--- config.mk ---
export PLATFORM = sky130hd
export DESIGN_NAME = vid_timing_gen_multi
export DESIGN_NICKNAME = d
export VERILOG_FILES = /design/src/rtl/vid_timing_pkg.sv /design/src/rtl/vid_delay_line.sv /design/src/rtl/vid_timing_gen_multi.sv
export SDC_FILE = /design/constraint.sdc
export NUM_CORES = 1
export LEC_CHECK = 0
export BUFFER_PORTS_ARGS = -buffer_cell sky130_fd_sc_hd__buf_2
export CORE_UTILIZATION = 40
export CTS_BUF_LIST = sky130_fd_sc_hd__clkbuf_4 sky130_fd_sc_hd__clkbuf_8
export CTS_CLUSTER_DIAMETER = 120
export DETAILED_ROUTE_END_ITERATION = 16
export GPL_TIMING_DRIVEN = 1
export PLACE_DENSITY = 0.56
export SETUP_SLACK_MARGIN = 0.15
export SLEW_MARGIN = 30
export SYNTH_ARGS = -nofsm -noshare
export SYNTH_HDL_FRONTEND = slang
export SYNTH_HIERARCHICAL = 1
export SYNTH_SLANG_ARGS = --single-unit
--- constraint.sdc ---
create_clock -name p_clk_x1 -period 12.9 [get_ports p_clk_x1]
set_clock_uncertainty 0.2 [all_clocks]
set_input_delay 2.58 -clock p_clk_x1 [delete_from_list [all_inputs] [get_ports p_clk_x1]]
set_output_delay 2.58 -clock p_clk_x1 [all_outputs]
set_load 0.05 [all_outputs]
--- src/rtl/vid_timing_pkg.sv ---
// Video mode table and geometry helpers shared by the multi-mode timing generator.
// Sync polarity fields: 1 = sync pulse is driven high, 0 = sync pulse is driven low.
package vid_timing_pkg;

    localparam int MODE_W = 12;

    typedef logic [MODE_W-1:0] mdim_t;

    typedef struct packed {
        mdim_t h_res;
        mdim_t h_fp;
        mdim_t h_sync;
        mdim_t h_bp;
        mdim_t v_res;
        mdim_t v_fp;
        mdim_t v_sync;
        mdim_t v_bp;
        logic  h_pol;
        logic  v_pol;
    } vid_mode_t;

    function automatic vid_mode_t mk_mode(input int hr, input int hf, input int hs, input int hb,
                                          input int vr, input int vf, input int vs, input int vb,
                                          input logic hp, input logic vp);
        vid_mode_t m;
        m.h_res  = MODE_W'(hr);
        m.h_fp   = MODE_W'(hf);
        m.h_sync = MODE_W'(hs);
        m.h_bp   = MODE_W'(hb);
        m.v_res  = MODE_W'(vr);
        m.v_fp   = MODE_W'(vf);
        m.v_sync = MODE_W'(vs);
        m.v_bp   = MODE_W'(vb);
        m.h_pol  = hp;
        m.v_pol  = vp;
        return m;
    endfunction

    function automatic mdim_t h_total(input vid_mode_t m);
        return m.h_res + m.h_fp + m.h_sync + m.h_bp;
    endfunction

    function automatic mdim_t v_total(input vid_mode_t m);
        return m.v_res + m.v_fp + m.v_sync + m.v_bp;
    endfunction

    function automatic mdim_t h_sync_beg(input vid_mode_t m);
        return m.h_res + m.h_fp;
    endfunction

    function automatic mdim_t h_sync_end(input vid_mode_t m);
        return m.h_res + m.h_fp + m.h_sync;
    endfunction

    function automatic mdim_t v_sync_beg(input vid_mode_t m);
        return m.v_res + m.v_fp;
    endfunction

    function automatic mdim_t v_sync_end(input vid_mode_t m);
        return m.v_res + m.v_fp + m.v_sync;
    endfunction

    // Physical sync level for a given assertion state and polarity.
    function automatic logic sync_lvl(input logic asserted, input logic pol);
        return asserted ? pol : ~pol;
    endfunction

    // 0: 640x480 (neg/neg), 1: 320x240 (neg/neg), 2: 1280x720 (pos/pos), 3: 800x600 (pos/pos)
    localparam vid_mode_t [0:3] VID_MODES = '{
        mk_mode( 640,  32, 88,  32, 480, 10, 5, 10, 1'b0, 1'b0),
        mk_mode( 320,  16, 44,  16, 240,  5, 3,  5, 1'b0, 1'b0),
        mk_mode(1280, 110, 40, 220, 720,  5, 5, 20, 1'b1, 1'b1),
        mk_mode( 800,  40, 128, 88, 600,  1, 4, 23, 1'b1, 1'b1)
    };

endpackage

--- src/rtl/vid_delay_line.sv ---
// Purpose: W-bit shift register of DEPTH stages with synchronous clear to a supplied value.
// Latency: DEPTH cycles; DEPTH=0 is a combinational pass-through.
// Backpressure: none, advances every cycle.
module vid_delay_line #(
    parameter int W     = 1,
    parameter int DEPTH = 1
) (
    input  logic         p_clk_x1,
    input  logic         clr,
    input  logic [W-1:0] clr_dat,
    input  logic [W-1:0] in_dat,
    output logic [W-1:0] out_dat
);

    generate
        if (DEPTH == 0) begin : g_comb
            logic unused_ok;
            assign unused_ok = ^{p_clk_x1, clr, clr_dat};
            assign out_dat   = in_dat;
        end else begin : g_pipe
            logic [W-1:0] pipe [DEPTH];

            always_ff @(posedge p_clk_x1) begin
                if (clr) begin
                    for (int i = 0; i < DEPTH; i++) begin
                        pipe[i] <= clr_dat;
                    end
                end else begin
                    pipe[0] <= in_dat;
                    for (int i = 1; i < DEPTH; i++) begin
                        pipe[i] <= pipe[i-1];
                    end
                end
            end

            assign out_dat = pipe[DEPTH-1];
        end
    endgenerate

endmodule

--- src/rtl/vid_timing_gen_multi.sv ---
// Purpose: run-time selectable video timing: lookahead counters, delayed strobes, line preload.
// Latency: HPos/VPos/frame_start/preload undelayed; active/h_sync/v_sync LATENCY cycles behind.
// Backpressure: none; free-running on the pixel clock, enable low idles at (0,0).
module vid_timing_gen_multi
    import vid_timing_pkg::*;
#(
    parameter int              NUM_MODES = 2,
    parameter int              LATENCY   = 1,
    parameter int              POS_W     = 11,
    parameter vid_mode_t [0:3] MODE_TBL  = VID_MODES
) (
    input  logic             p_clk_x1,
    input  logic             reset,
    input  logic             enable,
    input  logic [1:0]       mode_sel,
    output logic [POS_W-1:0] HPos,
    output logic [POS_W-1:0] VPos,
    output logic             active,
    output logic             h_sync,
    output logic             v_sync,
    output logic             preload_vid_line,
    output logic [POS_W-1:0] preload_line,
    output logic             frame_start,
    output logic [1:0]       mode_cur,
    output logic             mode_err
);

    localparam logic [POS_W-1:0] POS_ONE = POS_W'(1);
    localparam logic [2:0]       NMODES  = 3'(NUM_MODES);

    logic [POS_W-1:0] h_cnt;
    logic [POS_W-1:0] v_cnt;
    logic [1:0]       mode_q;
    logic             err_q;

    vid_mode_t        cur;
    logic [POS_W-1:0] h_res, h_last, hs_beg, hs_end;
    logic [POS_W-1:0] v_res, v_last, vs_beg, vs_end;

    assign cur    = MODE_TBL[mode_q];
    assign h_res  = POS_W'(cur.h_res);
    assign h_last = POS_W'(h_total(cur) - mdim_t'(1));
    assign hs_beg = POS_W'(h_sync_beg(cur));
    assign hs_end = POS_W'(h_sync_end(cur));
    assign v_res  = POS_W'(cur.v_res);
    assign v_last = POS_W'(v_total(cur) - mdim_t'(1));
    assign vs_beg = POS_W'(v_sync_beg(cur));
    assign vs_end = POS_W'(v_sync_end(cur));

    logic run;
    logic at_h_last;
    logic at_v_last;
    logic take_mode;
    logic mode_ok;

    assign run       = enable & ~reset;
    assign at_h_last = (h_cnt == h_last);
    assign at_v_last = (v_cnt == v_last);
    // While idle the request is tracked continuously so the restart frame uses it.
    assign take_mode = ~enable | (at_h_last & at_v_last);
    assign mode_ok   = ({1'b0, mode_sel} < NMODES);

    always_ff @(posedge p_clk_x1) begin
        if (reset) begin
            h_cnt  <= '0;
            v_cnt  <= '0;
            mode_q <= '0;
            err_q  <= 1'b0;
        end else begin
            if (!enable) begin
                h_cnt <= '0;
                v_cnt <= '0;
            end else if (at_h_last) begin
                h_cnt <= '0;
                v_cnt <= at_v_last ? '0 : v_cnt + POS_ONE;
            end else begin
                h_cnt <= h_cnt + POS_ONE;
            end

            if (take_mode) begin
                if (mode_ok) begin
                    mode_q <= mode_sel;
                end else begin
                    err_q <= 1'b1;
                end
            end
        end
    end

    logic act_raw, hs_raw, vs_raw;
    logic idle_hpol, idle_vpol;
    logic hs_on, vs_on;

    // Reset returns to mode 0, so its idle levels must already be the mode-0 ones.
    assign idle_hpol = reset ? MODE_TBL[0].h_pol : cur.h_pol;
    assign idle_vpol = reset ? MODE_TBL[0].v_pol : cur.v_pol;

    assign hs_on   = (h_cnt >= hs_beg) && (h_cnt < hs_end);
    assign vs_on   = (v_cnt >= vs_beg) && (v_cnt < vs_end);
    assign act_raw = run && (h_cnt < h_res) && (v_cnt < v_res);
    assign hs_raw  = run ? sync_lvl(hs_on, cur.h_pol) : ~idle_hpol;
    assign vs_raw  = run ? sync_lvl(vs_on, cur.v_pol) : ~idle_vpol;

    logic [2:0] dly_out;

    vid_delay_line #(
        .W     (3),
        .DEPTH (LATENCY)
    ) u_dly (
        .p_clk_x1 (p_clk_x1),
        .clr      (reset | ~enable),
        .clr_dat  ({1'b0, ~idle_hpol, ~idle_vpol}),
        .in_dat   ({act_raw, hs_raw, vs_raw}),
        .out_dat  (dly_out)
    );

    assign {active, h_sync, v_sync} = dly_out;

    logic [POS_W-1:0] next_v;
    logic             pre_mid;

    assign next_v  = v_cnt + POS_ONE;
    assign pre_mid = (next_v < v_res);

    assign preload_vid_line = run && (h_cnt == h_res) && (pre_mid || at_v_last);
    assign preload_line     = (preload_vid_line && !at_v_last) ? next_v : '0;
    assign frame_start      = run && (h_cnt == '0) && (v_cnt == '0);

    assign HPos     = h_cnt;
    assign VPos     = v_cnt;
    assign mode_cur = mode_q;
    assign mode_err = err_q;

endmodule

# == After elaboration in Yosys (flattened, before gate mapping) ==
# Memories as Yosys holds them, arrays and structs flattened.
# Cells that the tools add are included.
# classes
n_addsub,10
n_lt_le_gt_ge,9
eq_ne,3
muxes,16
bitwise,12
n_reduce_logical,18
# ops
operator,n
$bmux 98 s2,1
$mux 97,2
$add 11x11->11,6
$lt 11x11->1,5
$eq 11x11->1,3
$add 11x1->11 const B,2
$ge 11x11->1,2
$logic_not 11->1,2
$mux 11,2
$sub 11x1->11 const B,2
$mux 1,10
$logic_and 1x1->1,9
$not 1->1,7
$reduce_or 3->1,2
$reduce_and 2->1,2
$ge 3x3->1 const B,1
$mux 3,1
$not 2->3,1
$and 1x1->1,2
$lt 2x2->1 const B,1
$or 1x1->1,2
$reduce_or 2->1,1
$logic_not 1->1,1
$logic_or 1x1->1,1
# totals
regBits,25
mem_bits_rw,3
input_bits,5
output_inout_bits,41
wordCells,73
mem_count,1
# mem_list
name,words,word_bits,read_ports,rd_clocked_by_memory_dff,write_ports,line,rtl
u_dly.g_pipe.pipe,1,3,1,0,1,vid_delay_line.sv:21,logic [W-1:0] pipe [DEPTH];

# == Depth between registers and ports, before layout ==
# depth
depth_word,13
ltp_mapped,17
ltp_nobuf,15

# == Modules after synthesis ==
# The synthesis kept the hierarchy.
# modules_own_cells
mod,instances,cells_each,area_per_inst_um2,seq_area_each_um2
vid_timing_gen_multi,1,398,3113.0,500.5
vid_delay_line,1,6,93.8,60.1

# == Worst setup path before layout ==
# No wires, ideal clock.
# synth_timing
path_kind,input to output
from,input reset
to,output frame_start
arrival_ns,4.493
required_ns,10.120
slack_ns,5.627
path_stages,3
path_buffers,1
cell_sequence,nand2b_1 clkbuf_1 nor4_1
# synth_via
elab_chain_len,4
# synth_rtl
item,line,rtl
start: declaration,vid_timing_gen_multi.sv:13,"input logic reset,"
$not 1->1,vid_timing_gen_multi.sv:56,assign run = enable & ~reset;
$and 1x1->1,vid_timing_gen_multi.sv:56,
$logic_and 1x1->1 (2 in a row),vid_timing_gen_multi.sv:127,assign frame_start = run && (h_cnt == '0) && (v_cnt == '0);
end: declaration,vid_timing_gen_multi.sv:23,"output logic frame_start,"
# Every way passes these cells.

# == Final worst setup path ==
# layout_timing
from,register mode_q[1] (netlist: mode_cur[1])
to,output preload_line[8]
# layout_via
elab_chain_len,13
word_cells_on_any_way,17
classes_between,4 x add/sub; 1 x order compare; 2 x eq/ne; 4 x mux; 1 x bitwise; 5 x reduce/logical
# layout_rtl
item,line,rtl
start: declaration,vid_timing_gen_multi.sv:33,logic [1:0] mode_q;
start signal: assignment,vid_timing_gen_multi.sv:82,mode_q <= mode_sel;
$not 2->3 (not written as such) (*),vid_timing_gen_multi.sv:40,assign cur = MODE_TBL[mode_q];
$bmux 98 s2 (*),vid_timing_gen_multi.sv:40,
$mux 97 (not written as such) (*) (2 in a row),vid_timing_gen_multi.sv:40,
$add 11x11->11 (3 in a row),vid_timing_pkg.sv:44,return m.v_res + m.v_fp + m.v_sync + m.v_bp;
$sub 11x1->11,vid_timing_gen_multi.sv:46,assign v_last = POS_W'(v_total(cur) - mdim_t'(1));
$eq 11x11->1,vid_timing_gen_multi.sv:58,assign at_v_last = (v_cnt == v_last);
$logic_or 1x1->1,vid_timing_gen_multi.sv:125,assign preload_vid_line = run && (h_cnt == h_res) && (pre_mid || at_v_last);
$logic_and 1x1->1,vid_timing_gen_multi.sv:125,
$logic_and 1x1->1 (*),vid_timing_gen_multi.sv:126,assign preload_line = (preload_vid_line && !at_v_last) ? next_v : '0;
$mux 11 (*),vid_timing_gen_multi.sv:126,
end: declaration,vid_timing_gen_multi.sv:22,"output logic [POS_W-1:0] preload_line,"
# Mark *: on every way between the ends. The rest lies on a longest branch, timed or not. The select of a mux whose other input is x is not followed.

==> reports/qor.csv <==
stage,metric,value,unit
synthesis,"Avg Cell Area, Syn",7.94,sq um
power_and_ir_drop,Int Pwr,0.138,mW
power_and_ir_drop,Sw Share,0.269,
placed_design,DP HPWL,7120,microns
global_route,GRT overflow,0,
floorplanning,Starting Density,0.415,
timing,fmax,134,MHz
finish,proportion of layout cells with a drive suffix above 1,0.145,
global_route,pin count of the biggest net entering global routing,19,
timing,Final Setup Violations,0,
synthesis,Netlist cell types,55,
timing,Worst Tran Pin Value,0.819,ns
synthesis,Async SR Flop Fraction,0,
flow_run,# Max-Cap Violations,0,
worst_hold_path,worst min path class,reg2reg,
route,vias,3056,
clock_network,TritonCTS clock tree,done,
setup_path,WS Path Type,reg2out,
synthesis,number of synthesis warnings,6,
power_and_ir_drop,Switching Power,0.0506,mW
floorplanning,core area,7730,sq um
setup_path,slowest CP cell,dfxtp_1,
route,# DRC,0,
clock_network,clk_lat worst skew,0.29,ns
setup_path,Critical Path Source Type,flip-flop,
clock_network,Post-CTS Setup Inserts,0,
route,routed wire length,9560,microns
run_status,status,"finished, final reports clean",
clock_network,worst-case clock buffer depth,2,
power_and_ir_drop,Leak Pwr,1.68,nW
timing,RSZ-0062 raised after global routing,false,
timing,final hold vios,0,
power_and_ir_drop,Logic pwr share,0.143,
route,Vias/cell,5.64,
clock_network,cts hold-fix bufs,0,
global_route,vias in the first global route,2943,
finish,Area Overhead vs Synth,11.1,%
synthesis,"EDFF count, synth",0,
route,DR WL/cell,17.6,microns
clock_network,number of gates resized after CTS,0,
floorplanning,I/O Pins,46,
setup_path,critical path peak fanout,18,
floorplanning,FP Rows,32,
finish,# fillers,782,
setup_path,"Arr. time, crit path",4.71,ns
finish,Layout Nets,506,
synthesis,register bit total from synthesis,28,
placed_design,Buffers on Ports,44,
synthesis,"Top FF cell, synth",dfxtp_1,
finish,Reg area,561,sq um
setup_path,critical-path cell list,"inv_1, ha_1, o21bai_4, xor2_2, and2_4, or4_1, o211ai_2, xnor2_2, nor4_1, or3_1, nor2_1, buf_2",
timing,slew margin rel.,0.453,
setup_path,WP data required,10.12,ns
timing,Final Max Slew Viols,0,
power_and_ir_drop,worst vdd ir,0.0417,mV
clock_network,clock root cell,clkbuf_8,
clock_network,clock-pin slew on the worst setup and hold paths,0.11,ns
timing,Tcrit/Tclk final,0.580,
finish,antenna cell count,0,
finish,"most common cell after layout, fill and taps aside",ha_1,
clock_network,# clock sinks,28,
route,DR pass1 iterations,5,
power_and_ir_drop,Reg power frac,0.469,
placed_design,Place WS,5.73,ns
synthesis,"Seq/Total Area, Yosys",0.175,
floorplanning,die area,8380,sq um
floorplanning,Die Wd,91.5,microns
timing,setup_tns,0,ns
clock_network,TritonCTS Buffers,3,
finish,multi-input logic area,2470,sq um
clock_network,H-tree depth,1,
setup_path,"Largest stage delay, worst path",0.87,ns
floorplanning,Die Y,91.5,microns
route,Final ANT Viol Nets,0,
setup_path,CP Capture Type,primary output,
route,Initial DRC Count,151,
finish,most frequent cells in the layout,"ha_1 (60), nor2_1 (45), buf_2 (44)",
power_and_ir_drop,clock network fraction of total power,0.387,
global_route,initial antenna violation count,0,
power_and_ir_drop,Power per Cell Area,52.9,nW/um^2
timing,worst setup margin,5.41,ns
placed_design,Placer Congestion,0.861,
synthesis,Syn Inst Count,404,
timing,fin crit period,7.49,ns
global_route,total track usage,0.240,
global_route,first-pass GRT wire length,15800,microns
synthesis,mapped cell area,3210,sq um
==> worst paths after layout <==
| check | cells after the start | to | start | slack [ns] |
|---|---|---|---|---|
| min reg2reg | 2 | mode_err | mode_err | 0.31 |
| max reg2reg | 14 | u_dly/g_pipe.pipe[0][1] | mode_cur[1] | 8.24 |
| min | 2 | mode_err | mode_err | 0.31 |
| max | 12 | preload_line[8] | mode_cur[1] | 5.41 |
==> area by class of cell <==
class / instances / share of cell area
multi-input combinational: 336 / 0.694
sequential: 28 / 0.157
timing repair buffer: 45 / 0.0639
tap: 102 / 0.0358
inverter: 27 / 0.0285
clock buffer: 3 / 0.0116
clock inverter: 1 / 0.00843
==> metrics by stage <==
stage | instance area, sq um | hold slack, ns | utilization | total power [mW] | cells
floorplan | 3210 | 0.492 | - | 0.111 | 406
global placement | 3490 | 0.288 | 0.452 | 0.117 | 538
detailed placement | 3490 | 0.297 | 0.452 | 0.117 | 538
CTS | 3560 | 0.317 | 0.461 | 0.190 | 542
global route | 3560 | 0.357 | 0.461 | 0.198 | 542
finish | 3560 | 0.313 | 0.461 | 0.188 | 542
==> state kept, by name, summed over array words and instances, names as in the netlist <==
name	cells
VPos	11
mode_err	1
u_dly/g_pipe.pipe	3
mode_cur	2
HPos	11
==> metal layers <==
metal | wire (microns) | vias to the layer above | global-route usage
met5 | 0 | - | 0
met4 | 139 | 0 | 0.0767
met3 | 510 | 12 | 0.0268
met2 | 4220 | 102 | 0.375
met1 | 4690 | 1443 | 0.342
li1 | - | 1499 | -
==> cells by family after synthesis <==
family	count (synthesis)	share of synthesized area
adders and majority gates	60	0.234
and+or+nand+nor	151	0.241
DFF	28	0.175
muxes	8	0.0273
xor gates and xnor gates	36	0.103
AOI/OAI and AO/OA	78	0.160
other	1	0.00117
buffers and inverters	42	0.0581
==> Yosys cell counts, drive strengths merged (4+ instances only) <==
master	count	area (sq um)
a211oi	4	30.0
a21o	5	37.5
a21oi	16	80.1
and2	5	33.8
and3	5	31.3
buf	9	62.6
clkbuf	6	22.5
dfxtp	28	561
ha	60	751
inv	27	101
mux2i	5	53.8
nand2	29	111
nand2b	11	83.8
nand3	13	65.1
nand4	13	81.3
nor2	45	169
nor2b	5	31.3
nor3	6	30.0
nor4	6	37.5
o211ai	5	42.5
o21a	4	30.0
o21ai	23	115
o22ai	5	31.3
xnor2	21	191
xor2	15	139
==> critical path: cells and delay by family, from the launching register on <==
kind | cells | cell delay, ns
XOR/XNOR | 2 | 0.33
adder cells (fa/ha/maj) | 1 | 0.71
flip-flops | 1 | 0.87
AND/OR/NAND/NOR | 5 | 1.38
AO/OA/AOI/OAI | 2 | 0.44
buffers and inverters | 2 | 0.69
==> power groups by stage <==
stage	registers [mW]	logic, mW	clock network [mW]
floorplan	0.0933	0.0174	0
global placement	0.0904	0.0264	0
detailed placement	0.0904	0.0267	0
CTS	0.0884	0.0269	0.0751
global route	0.0887	0.0298	0.0791
finish	0.0884	0.0270	0.0729
Power figures use the tool's default switching activity.
